===== src/rtl/fp_pkg.sv =====
// Shared equalizer front-end definitions: sample type, lane-order note and
// the tap-count helper used to size tap windows.
package fp_pkg;

    localparam int FP_SAMPLE_WIDTH = 8;

    typedef logic signed [FP_SAMPLE_WIDTH-1:0] sample_t;

    localparam string FP_TAP_LANE_ORDER = "lane 0 = oldest";

    function automatic int total_tap(input int pre, input int main, input int post);
        return pre + main + post;
    endfunction

endpackage


===== src/rtl/fp_skid_buffer.sv =====
// Generic 1-entry valid/ready skid buffer; o_s_ready is registered so no
// combinational path exists from i_m_ready back to the upstream side.
module fp_skid_buffer #(
    parameter int               WIDTH      = 8,
    parameter logic [WIDTH-1:0] RESET_DATA = '0
) (
    input  logic             clk,
    input  logic             reset,
    input  logic             i_s_valid,
    output logic             o_s_ready,
    input  logic [WIDTH-1:0] i_s_data,
    output logic             o_m_valid,
    input  logic             i_m_ready,
    output logic [WIDTH-1:0] o_m_data
);

    logic             r_m_valid;
    logic [WIDTH-1:0] r_m_data;
    logic             r_skid_valid;
    logic [WIDTH-1:0] r_skid_data;
    logic             r_s_ready;
    logic             w_fire;
    logic             w_m_load;
    logic             w_skid_valid_next;

    assign w_fire   = i_s_valid && r_s_ready;
    assign w_m_load = !r_m_valid || i_m_ready;

    // A parked word always moves out first; new input only parks when the output stalls.
    always_comb begin
        w_skid_valid_next = r_skid_valid;
        if (w_m_load) begin
            w_skid_valid_next = 1'b0;
        end else if (w_fire) begin
            w_skid_valid_next = 1'b1;
        end
    end

    always_ff @(posedge clk) begin
        if (reset) begin
            r_m_valid    <= 1'b0;
            r_m_data     <= RESET_DATA;
            r_skid_valid <= 1'b0;
            r_skid_data  <= RESET_DATA;
            r_s_ready    <= 1'b0;
        end else begin
            r_skid_valid <= w_skid_valid_next;
            r_s_ready    <= !w_skid_valid_next;
            if (w_m_load) begin
                if (r_skid_valid) begin
                    r_m_valid <= 1'b1;
                    r_m_data  <= r_skid_data;
                end else begin
                    r_m_valid <= w_fire;
                    if (w_fire) begin
                        r_m_data <= i_s_data;
                    end
                end
            end else if (w_fire) begin
                r_skid_data <= i_s_data;
            end
        end
    end

    assign o_s_ready = r_s_ready;
    assign o_m_valid = r_m_valid;
    assign o_m_data  = r_m_data;

endmodule


===== src/rtl/fp_tap_window.sv =====
// Sliding tap-window assembler feeding the equalizer. Define
// FP_TAP_WINDOW_SKID_EN to insert a registered-ready skid stage at the output.
module fp_tap_window
    import fp_pkg::*;
#(
    parameter int MAIN_TAP         = 2,
    parameter int PRE_TAP          = 1,
    parameter int POST_TAP         = 1,
    parameter int INPUT_DATA_WIDTH = 8
) (
    input  logic                                                  clk,
    input  logic                                                  reset,
    input  logic                                                  in_valid,
    output logic                                                  in_ready,
    input  logic                                                  in_sof,
    input  logic [INPUT_DATA_WIDTH*MAIN_TAP-1:0]                  input_data,
    output logic                                                  out_valid,
    input  logic                                                  out_ready,
    output logic [INPUT_DATA_WIDTH*(PRE_TAP+MAIN_TAP+POST_TAP)-1:0] input_data_all,
    output logic                                                  out_pad
);

    localparam int TOTAL_TAP = total_tap(PRE_TAP, MAIN_TAP, POST_TAP);
    localparam int KEEP      = TOTAL_TAP - MAIN_TAP;
    localparam int CNT_W     = $clog2(TOTAL_TAP + 1);
    localparam int WIN_W     = INPUT_DATA_WIDTH * TOTAL_TAP;

    if (MAIN_TAP < 1) begin : g_chk_main
        $error("fp_tap_window: MAIN_TAP must be >= 1");
    end
    if (PRE_TAP < 0 || POST_TAP < 0) begin : g_chk_taps
        $error("fp_tap_window: PRE_TAP and POST_TAP must be >= 0");
    end
    if (INPUT_DATA_WIDTH < 7) begin : g_chk_width
        $error("fp_tap_window: INPUT_DATA_WIDTH must be >= 7");
    end

    logic [WIN_W-1:0] r_hist;
    logic [WIN_W-1:0] w_win;
    logic [CNT_W-1:0] r_fill;
    logic [CNT_W-1:0] w_fill_next;
    logic             w_pad_next;
    logic             w_xfer;

    assign w_xfer = in_valid && in_ready;

    // Older lanes shift down by MAIN_TAP (zeroed on sof); the new word lands on top.
    for (genvar gi = 0; gi < TOTAL_TAP; gi++) begin : g_lane
        if (gi < KEEP) begin : g_old
            assign w_win[gi*INPUT_DATA_WIDTH +: INPUT_DATA_WIDTH] =
                in_sof ? '0 : r_hist[(gi+MAIN_TAP)*INPUT_DATA_WIDTH +: INPUT_DATA_WIDTH];
        end else begin : g_new
            assign w_win[gi*INPUT_DATA_WIDTH +: INPUT_DATA_WIDTH] =
                input_data[(gi-KEEP)*INPUT_DATA_WIDTH +: INPUT_DATA_WIDTH];
        end
    end

    always_comb begin
        w_fill_next = r_fill;
        if (in_sof) begin
            w_fill_next = CNT_W'(MAIN_TAP);
        end else if (r_fill >= CNT_W'(KEEP)) begin
            w_fill_next = CNT_W'(TOTAL_TAP);
        end else begin
            w_fill_next = r_fill + CNT_W'(MAIN_TAP);
        end
    end

    assign w_pad_next = (w_fill_next < CNT_W'(TOTAL_TAP));

    always_ff @(posedge clk) begin
        if (reset) begin
            r_hist <= '0;
            r_fill <= '0;
        end else if (w_xfer) begin
            r_hist <= w_win;
            r_fill <= w_fill_next;
        end
    end

`ifdef FP_TAP_WINDOW_SKID_EN
    logic [WIN_W:0] w_m_data;

    fp_skid_buffer #(
        .WIDTH      (WIN_W + 1),
        .RESET_DATA ((WIN_W + 1)'(1))
    ) u_skid (
        .clk       (clk),
        .reset     (reset),
        .i_s_valid (in_valid),
        .o_s_ready (in_ready),
        .i_s_data  ({w_win, w_pad_next}),
        .o_m_valid (out_valid),
        .i_m_ready (out_ready),
        .o_m_data  (w_m_data)
    );

    assign input_data_all = w_m_data[WIN_W:1];
    assign out_pad        = w_m_data[0];
`else
    logic             r_out_valid;
    logic             r_out_pad;
    logic [WIN_W-1:0] r_out_data;

    // A new window replaces the old one even when it is being drained this cycle.
    always_ff @(posedge clk) begin
        if (reset) begin
            r_out_valid <= 1'b0;
            r_out_pad   <= 1'b1;
            r_out_data  <= '0;
        end else if (w_xfer) begin
            r_out_valid <= 1'b1;
            r_out_pad   <= w_pad_next;
            r_out_data  <= w_win;
        end else if (out_ready) begin
            r_out_valid <= 1'b0;
        end
    end

    assign in_ready       = !r_out_valid || out_ready;
    assign out_valid      = r_out_valid;
    assign out_pad        = r_out_pad;
    assign input_data_all = r_out_data;
`endif

endmodule


===== config.mk =====
export PLATFORM = sky130hd
export DESIGN_NAME = fp_tap_window
export DESIGN_NICKNAME = d
export VERILOG_FILES = /design/src/rtl/fp_pkg.sv /design/src/rtl/fp_skid_buffer.sv /design/src/rtl/fp_tap_window.sv
export SDC_FILE = /design/constraint.sdc
export NUM_CORES = 1
export LEC_CHECK = 0
export ABC_AREA = 1
export BUFFER_PORTS_ARGS = -buffer_cell sky130_fd_sc_hd__buf_2
export CAP_MARGIN = 15
export CORE_MARGIN = 8
export CORE_UTILIZATION = 42
export CTS_CLUSTER_SIZE = 30
export DETAILED_ROUTE_END_ITERATION = 10
export PLACE_DENSITY = 0.75
export SYNTH_ARGS = -nofsm -noshare
export SYNTH_HDL_FRONTEND = slang
export SYNTH_SLANG_ARGS = --single-unit

===== constraint.sdc =====
create_clock -name clk -period 1 [get_ports clk]
set_input_delay 0.1 -clock clk [delete_from_list [all_inputs] [get_ports clk]]
set_output_delay 0.1 -clock clk [all_outputs]
set_load 0.01 [all_outputs]

==> results of run 1 <==
## routing by layer
| layer | wire length [µm] | vias up | global-route usage, % | share of wire (%) |
|---|---|---|---|---|
| li1 | - | 722 | - | - |
| met1 | 1415 | 534 | 12.46 | 42 |
| met2 | 1576 | 38 | 22.05 | 47 |
| met3 | 230 | 9 | 5.866 | 6.9 |
| met4 | 108 | 0 | 6.208 | 3.2 |
| met5 | 0 | - | 0 | 0 |
## state kept, by name (all words and copies together) (netlist names)
| name | count |
|---|---|
| input_data_all | 32 |
| out_pad | 1 |
| r_fill | 2 |
| out_valid | 1 |
## metrics by stage
step | util, % | setup TNS [ps] | std cells | setup slack [ps] | total power [W]
final | 57.57 | -42.85 | 304 | -26.90 | 0.002841
after global placement | 53.23 | 0 | 291 | 36.68 | 0.002139
after floorplan | - | 0 | 191 | 2.215 | 0.001939
after CTS | 56.49 | -26.15 | 303 | -22.21 | 0.002875
after global routing | 57.57 | -955.0 | 304 | -59.45 | 0.003050
after detailed placement | 53.23 | 0 | 291 | 4.360 | 0.002151
## timing repair
action | CTS | global route
resized for setup | 2 | 22
pin swaps | 1 | 0
endpoints found under the hold margin | 6 | 1
hold buffers | 5 | 1
setup endpoints to repair | 3 | 43
## final cells by class
cell class | instances | area share (%)
multi-input cells | 139 | 30.49
well taps | 46 | 3.069
flip-flops and latches | 36 | 39.43
clock buffers | 6 | 2.201
repair buffers | 70 | 23.35
inverters | 6 | 1.201
clock inverters | 1 | 0.2668
## critical path, stage by stage
cell	delay, ps
dlygate4sd3_1	560
buf_2	150
inv_1	110
buf_4	190
o21ai_1	80
nor2_1	110
## power by group
group	switching, W	internal (W)	total (W)
Sequential	0.0000624	0.00155	0.00161
Combinational	0.000295	0.000243	0.000538
Clock	0.000433	0.000259	0.000692
## how the worst max path moves through the flow
stage | start | endpoint | slack [ps] | depth (start not counted)
finish | reset | input_data_all[26] | -30 | 6
global route | out_valid | input_data_all[9] | -60 | 6
CTS | out_valid | in_ready | -20 | 2
detailed placement | out_valid | input_data_all[0] | 4 | 5
global placement | out_valid | input_data_all[0] | 40 | 5
floorplan | out_valid | input_data_all[10] | 2 | 5
## layout by cell type (no fill, tap or decap), types with 4 or more instances in the layout
cell,Yosys,final
o21ai_1,0,6
dfxtp_1,36,21
nor2_1,64,64
dfxtp_2,0,15
nand2_1,51,51
clkbuf_4,0,5
buf_2,1,54
inv_1,4,4
dlygate4sd3_1,0,6
o21ai_0,17,11
buf_4,1,6
## cell families after synthesis
family          after synthesis  share of synthesized area, %
flops                        36                         52.17
compound gates               22                         8.786
simple gates                117                         32.06
buf+inv                      16                         6.974
==> impl_metrics.yaml, run 1 <==
logic_synthesis:
  async_reset_ff_share_pct: 0
  synth-edff-count: 0
  ys_seq_area_share_pct: 52.17
  yosysMostFrequentCell: "nor2_1"
  synth_common_cells: "nor2_1, nand2_1, dfxtp_1, o21ai_0"
  ys_ff_latch: 36
  yosys_warnings: 0
  synthTopCellsByArea: "dfxtp_1, nor2_1, nand2_1"
  syn_nets: 212
  synth.avg_cell_area_um2: 7.232
  synth_cell_type_count: 16
  yosys_most_used_dff: "dfxtp_1"
  syn-instance-count: 191
  synth_top_area_share_pct: 52.17
  synth_area_um2: 1381
  synth_top_cell_by_area: "dfxtp_1"
min_path:
  hold_path_end: "input_data_all[19]"
  whs_path_depth: 3
  min_from: "input_data[3]"
  hold_class: "input pin to flop"
detailed_routing:
  wirelength_um: 3331
  ant_nets: 0
  drt_first_pass_iters: 6
  vias: 1303
  drt_iter0_drc: 105
  wl_per_cell_um: 10.96
  drc: 0
  post_drt_via_cell_ratio: 4.286
sta:
  finalHoldViolCount: 0
  rsz0062_at_grt: "true"
  relSlewSlack_pct: 85.84
  clock_skew_ps: 7.897
  period_share_pct: 102.7
  finalSetupViolCount: 5
  hold_slack_ps: 7.615
  setup_ws_ps: -26.90
  worstMarginPinSlew_ps: 212.0
  maxSlewViolCount: 0
  fmax_mhz: 973.8
  fin_crit_ps: 1027
floorplan:
  die_h_um: 73.35
  start_util_pct: 42.40
  core_area_um2: 3258
  num_rows: 21
  die_x_um: 73.35
  top_level_ports: 56
  die_area_um2: 5380
cells_and_area:
  area_delta_synth_final_pct: 35.78
  multi_input_area_um2: 571.8
  design_area_um2: 1876
  fillerInstances: 330
  antenna_cells: 0
  final-seq-area_um2: 739.5
  final_nets: 279
  drive_gt1_share_pct: 35.27
clocking:
  clock-sinks: 36
  cts_tree: "done"
  cts_buffer_depth: 2
  cts_made_buffers: 5
  ctsHtreeMaxLevel: 2
  insertion_delay_ps: 330
  clk_pin_slew_ps: 100
  post-cts-setup-buffers: 0
  cts_root_buffer: "clkbuf_4"
global_route:
  grt_max_degree: 24
  antenna_found_initial: 0
  grt_pass1_vias: 1219
  gr-usage-all-layers_pct: 12.70
  overflow: 0
  grt_pass1_wl_um: 5244
worst_setup_path:
  required_ps: 1260
  endpoint_kind: "flop"
  crit_path_max_fanout: 11
  cp-start-kind: "input pin"
  regToRegSetupSlack_ps: 0
  critical_path_class: "input pin to flop"
  cp.arrival_ps: 1290
  reg2reg_depth: 5
  rr_endpoint: "input_data_all[2]"
  rr_startpoint: "out_valid"
placed_design:
  place_hpwl_um: 2424
  placed_cell_area_um2: 1734
  port_buffers: 55
  gp_congestion: 0.7241
run_status:
  status: "finished, violations left"
  violations: "negative setup slack"
pwr:
  ir_worst_vdd_mv: 0.7636
  power_density_nw_per_um2: 1515
  p_leak_nw: 0.9697
job:
  cap_violations: 0
Note: power is estimated with default switching activity, not from simulation.
==> inputs of run 2 (changes only) <==
--- a/config.mk
+++ b/config.mk
@@ -5,11 +5,11 @@
 export SDC_FILE = /design/constraint.sdc
 export NUM_CORES = 1
 export LEC_CHECK = 0
-export ABC_AREA = 1
+export ABC_AREA = 0
 export BUFFER_PORTS_ARGS = -buffer_cell sky130_fd_sc_hd__buf_2
 export CAP_MARGIN = 15
 export CORE_MARGIN = 8
-export CORE_UTILIZATION = 42
+export CORE_UTILIZATION = 43
 export CTS_CLUSTER_SIZE = 30
 export DETAILED_ROUTE_END_ITERATION = 10
 export PLACE_DENSITY = 0.75
==> impl_metrics.yaml, run 2 <==
min_path:
  hold_class: "input pin to flop"
  whs_path_depth: 3
  min_from: "input_data[8]"
  hold_path_end: "input_data_all[24]"
job:
  cap_violations: 0
global_route:
  antenna_found_initial: 0
  grt_pass1_vias: 1393
  overflow: 0
  grt_pass1_wl_um: 6624
  gr-usage-all-layers_pct: 15.42
  grt_max_degree: 35
floorplan:
  die_h_um: 74.15
  core_area_um2: 3284
  top_level_ports: 56
  start_util_pct: 44.27
  die_x_um: 74.15
  num_rows: 21
  die_area_um2: 5497
worst_setup_path:
  cp-start-kind: "flop"
  crit_path_max_fanout: 10
  critical_path_class: "flop to flop"
  required_ps: 1270
  crit_path_top_delay_cell: "dfxtp_2"
  regToRegSetupSlack_ps: -190
  critPathBufInv: 2
  cp.arrival_ps: 1460
  crit_chain: "nor2b_4 > buf_6 > clkbuf_16 > o21ai_1 > a21oi_1"
  rr_endpoint: "input_data_all[10]"
  endpoint_kind: "flop"
  max_stage_delay_ps: 340
  reg2reg_depth: 5
  critical-path-top-delay-family: "flip-flops"
  rr_startpoint: "out_valid"
logic_synthesis:
  synth_common_cells: "dfxtp_1, a21oi_1, o21ai_0, nand3_1, nand4b_1"
  syn_nets: 185
  synth_cell_type_count: 19
  yosysMostFrequentCell: "dfxtp_1"
  async_reset_ff_share_pct: 0
  synthTopCellsByArea: "dfxtp_1, a21oi_1, nand4b_1"
  ys_ff_latch: 36
  synth-edff-count: 0
  yosys_most_used_dff: "dfxtp_1"
  synth_area_um2: 1454
  synth.avg_cell_area_um2: 8.865
  synth_top_cell_by_area: "dfxtp_1"
  yosys_warnings: 0
  syn-instance-count: 164
  ys_seq_area_share_pct: 49.57
  synth_top_area_share_pct: 49.57
detailed_routing:
  met1_length_um: 1667
  post_drt_via_cell_ratio: 5.514
  dr_wl_met2_um: 2240
  drt_first_pass_iters: 4
  wl_per_cell_um: 15.68
  vias: 1522
  top_layer: "met4"
  wl_met3_um: 359
  ant_nets: 0
  wirelength_um: 4327
  drc: 0
  drt_iter0_drc: 144
cells_and_area:
  final_nets: 250
  mostFrequentLayoutCell: "buf_2"
  drive_gt1_share_pct: 48.70
  largest_reg_flops: 32
  area_delta_synth_final_pct: 47.16
  design_area_um2: 2140
  final_cell_mix: "buf_2, a21oi_1, dfxtp_1"
  fillerInstances: 262
  antenna_cells: 0
  multi_input_area_um2: 723.2
  final-seq-area_um2: 737.0
clocking:
  cts_tree: "done"
  insertion_delay_ps: 330
  cts_made_buffers: 5
  cts_root_buffer: "clkbuf_4"
  ctsHtreeMaxLevel: 2
  cts_buffer_depth: 2
  clock-sinks: 36
  clk_pin_slew_ps: 110
sta:
  setup_ws_ps: -187.9
  finalSetupViolCount: 38
  clock_skew_ps: 7.444
  hold_slack_ps: 9.952
  rsz0062_at_grt: "true"
  fin_crit_ps: 1188
  maxSlewViolCount: 0
  period_share_pct: 118.8
  fmax_mhz: 841.8
  finalHoldViolCount: 0
  relSlewSlack_pct: 81.21
  tns_ps: -4799
  worstMarginPinSlew_ps: 281.9
pwr:
  power_density_nw_per_um2: 1331
  power_w: 0.002848
  ir_worst_vdd_mv: 0.7243
  p_leak_nw: 0.8674
placed_design:
  place_hpwl_um: 2646
  port_buffers: 55
  place_ws_ps: -150.5
  gp_congestion: 0.7292
  placed_cell_area_um2: 1790
run_status:
  violations: "negative setup slack"
  status: "finished, violations left"
## run 2: changes by cell type after synthesis, sizes merged, moves of 4 or more
cell    delta
nor2      -60
inv        -4
nand3     +15
nand4b    +16
o21ai     +15
a21oi     +29
nand2     -52
buf        +6
## run 2: cell families (layout without fill, tap and decap cells)
logic type,Yosys count,count (layout),synth area share (%)
AND/OR/NAND/NOR,38,38,17.47
AO/OA/AOI/OAI,69,69,24.18
multiplexers,1,1,0.6885
buffers and inverters,20,86,8.089
flip-flops,36,36,49.57
## run 2: area by class of cell
type,count,share of cell area (%)
Timing Repair Buffer,75,24.97
Multi-Input combinational cell,108,33.80
Sequential cell,36,34.44
Clock buffer,8,2.749
Timing Repair inverter,1,0.5263
Inverter,2,0.8187
Tap cell,46,2.690
## run 2: timing repair
action,CTS,global route
hold buffers,3,4
hold endpoints to repair,4,4
buffers inserted,3,0
endpoints found under the setup margin,37,50
pin swaps,12,15
resized for setup,41,25
gates cloned,1,1
## run 2: worst max-delay path by stage
stage | startpoint | endpoint | slack, ps | cells past startpoint
6_report | out_valid | input_data_all[10] | -190 | 5
5_1_grt | out_valid | input_data_all[10] | -250 | 5
4_1_cts | out_valid | in_ready | -160 | 3
3_5_place_dp | out_valid | r_fill[2] | -150 | 4
3_3_place_gp | out_valid | r_fill[2] | -120 | 4
2_1_floorplan | out_valid | input_data_all[14] | -20 | 5
## run 2: routing by layer
metal / global-route usage (%) / vias up
met5: 0 / -
met4: 3.991 / 0
met3: 5.256 / 8
met2: 25.88 / 68
met1: 18.19 / 713
li1: - / 733
## run 2: metrics by stage
step | util (%) | std cells
after floorplan | - | 164
after global placement | 54.51 | 256
after detailed placement | 54.51 | 256
after CTS | 60.91 | 271
after global routing | 65.14 | 276
final | 65.14 | 276
## run 2: worst register-to-register path: stages, from the launching register on
cell and delay [ps]:
dfxtp_2 340, nor2b_4 230, buf_6 170, clkbuf_16 160, o21ai_1 70, a21oi_1 150
## run 2: where the power goes
part           internal, W  switching, W  leakage, nW
clock             0.000347      0.000465       0.0326
combinational     0.000227      0.000264        0.536
sequential         0.00150     0.0000465        0.299
total              0.00207      0.000776        0.867
==> inputs of run 3 (changes only) <==
--- a/config.mk
+++ b/config.mk
@@ -9,10 +9,11 @@
 export BUFFER_PORTS_ARGS = -buffer_cell sky130_fd_sc_hd__buf_2
 export CAP_MARGIN = 15
 export CORE_MARGIN = 8
-export CORE_UTILIZATION = 43
+export CORE_UTILIZATION = 47
+export CTS_BUF_LIST = sky130_fd_sc_hd__clkbuf_8 sky130_fd_sc_hd__clkbuf_16
 export CTS_CLUSTER_SIZE = 30
 export DETAILED_ROUTE_END_ITERATION = 10
-export PLACE_DENSITY = 0.75
+export PLACE_DENSITY = 0.78
 export SYNTH_ARGS = -nofsm -noshare
 export SYNTH_HDL_FRONTEND = slang
 export SYNTH_SLANG_ARGS = --single-unit
==> constraint.sdc (replaced) <==
create_clock -name clk -period 1.3 [get_ports clk]
set_input_delay 0.13 -clock clk [delete_from_list [all_inputs] [get_ports clk]]
set_output_delay 0.13 -clock clk [all_outputs]
set_load 0.01 [all_outputs]
==> impl_metrics.yaml, run 3 (same netlist as run 2, synthesis figures left out) <==
pwr:
  clockPowerShare_pct: 42.5
  power_w: 0.002530
  power_density_nw_per_um2: 1363
  p_leak_nw: 0.7912
  sw_frac_of_total_pct: 23.44
  switching_power_w: 0.0005931
  ir_worst_vdd_mv: 0.7989
  share_comb_of_total_power_pct: 10.9
  cell_internal_pwr_w: 0.001937
  power_frac_seq_pct: 46.6
clocking:
  ctsHtreeMaxLevel: 2
  clock-sinks: 36
  cts_buffer_depth: 2
  insertion_delay_ps: 290
  holdBufCountCts: 0
  cts_made_buffers: 5
  cts_tree: "done"
  cts_root_buffer: "clkbuf_8"
  clk_pin_slew_ps: 70
worst_setup_path:
  cp.arrival_ps: 1450
  required_ps: 1500
  critical_path_class: "flop to flop"
  crit_path_max_fanout: 9
  regToRegSetupSlack_ps: 60
  endpoint_kind: "flop"
  reg2reg_depth: 5
  cp-start-kind: "flop"
  rr_startpoint: "out_valid"
  rr_endpoint: "r_fill[2]"
cells_and_area:
  area_delta_synth_final_pct: 27.71
  fillerInstances: 296
  final_cell_mix: "buf_2, dfxtp_1, a21oi_1"
  antenna_cells: 0
  drive_gt1_share_pct: 34.10
  final_nets: 237
  mostFrequentLayoutCell: "buf_2"
  largest_reg_flops: 32
min_path:
  whs_path_depth: 3
  min_from: "input_data[1]"
  hold_class: "input pin to flop"
  hold_path_end: "input_data_all[17]"
global_route:
  grt_pass1_wl_um: 6306
  overflow: 0
  grt_pass1_vias: 1412
  grt_max_degree: 37
  antenna_found_initial: 0
  gr-usage-all-layers_pct: 15.05
sta:
  worstMarginPinSlew_ps: 409.1
  fin_crit_ps: 1241
  finalSetupViolCount: 0
  finalHoldViolCount: 0
  relSlewSlack_pct: 72.73
  hold_slack_ps: 89.60
  period_share_pct: 95.47
  maxSlewViolCount: 0
  clock_skew_ps: 4.854
  setup_ws_ps: 58.87
  fmax_mhz: 805.7
floorplan:
  die_h_um: 71.62
  start_util_pct: 48.42
  die_x_um: 71.62
  num_rows: 20
  core_area_um2: 3003
  top_level_ports: 56
  die_area_um2: 5129
detailed_routing:
  dr_wl_met2_um: 2032
  drc: 0
  ant_nets: 0
  post_drt_via_cell_ratio: 5.660
  drt_iter0_drc: 139
  wl_per_cell_um: 15.54
  met1_length_um: 1589
  wl_met3_um: 208
  drt_first_pass_iters: 4
  top_layer: "met4"
  wirelength_um: 3886
  vias: 1415
placed_design:
  gp_congestion: 0.7416
  place_hpwl_um: 2603
  place_ws_ps: 159.6
  port_buffers: 55
run_status:
  status: "finished, final reports clean"
job:
  cap_violations: 0
[run 3: metal layers]
layer  up-vias  track usage (%)
met5         -                0
met4         0            7.256
met3         6            4.184
met2        46            26.92
met1       659            15.76
li1        704                -
[run 3: how the worst max path moves through the flow]
| stage | startpoint | endpoint | cells past startpoint |
|---|---|---|---|
| 3_3_place_gp | out_valid | r_fill[2] | 4 |
| 2_1_floorplan | out_valid | input_data_all[14] | 5 |
| 4_1_cts | out_valid | in_ready | 3 |
| 6_report | out_valid | r_fill[2] | 5 |
| 5_1_grt | out_valid | r_fill[2] | 5 |
| 3_5_place_dp | out_valid | r_fill[2] | 4 |
[run 3: area by class of cell]
class                      count  area (µm²)  share of cell area, %
sequential                    36       720.7                  38.81
inverter                       2       17.52                 0.9434
timing repair buffer          63       335.3                  18.06
clock inverter                 1       30.03                  1.617
tap                           33       41.29                  2.224
multi-input combinational    108       615.6                  33.15
clock buffer                   7       96.34                  5.189
[run 3: stage by stage]
| stage | instance area [µm²] | instances | setup TNS (ps) | utilization, % |
|---|---|---|---|---|
| after floorplan | 1454 | 164 | 0 | - |
| after CTS | 1847 | 249 | 0 | 61.50 |
| after detailed placement | 1718 | 241 | 0 | 57.21 |
| after global routing | 1857 | 250 | -12.71 | 61.83 |
| final | 1857 | 250 | 0 | 61.83 |
| after global placement | 1718 | 241 | 0 | 57.21 |
[run 3: critical path, stage by stage, from the launching register on]
cell	delay, ps
dfxtp_1	320
nor2b_4	220
buf_4	150
buf_4	150
nor2_1	80
a211oi_1	240
[run 3: power by group through the flow]
stage / combinational [W] / clock (W) / sequential (W)
after floorplan: 0.000153 / 0 / 0.00122
after global placement: 0.000269 / 0 / 0.00120
after detailed placement: 0.000272 / 0 / 0.00120
after CTS: 0.000274 / 0.00108 / 0.00118
after global routing: 0.000306 / 0.00114 / 0.00118
final: 0.000276 / 0.00108 / 0.00118
[run 3: repair_timing]
item	CTS	global route
setup endpoints to repair	1	1
gates resized for setup	1	1
buffers inserted	0	1
hold endpoints to repair	0	0
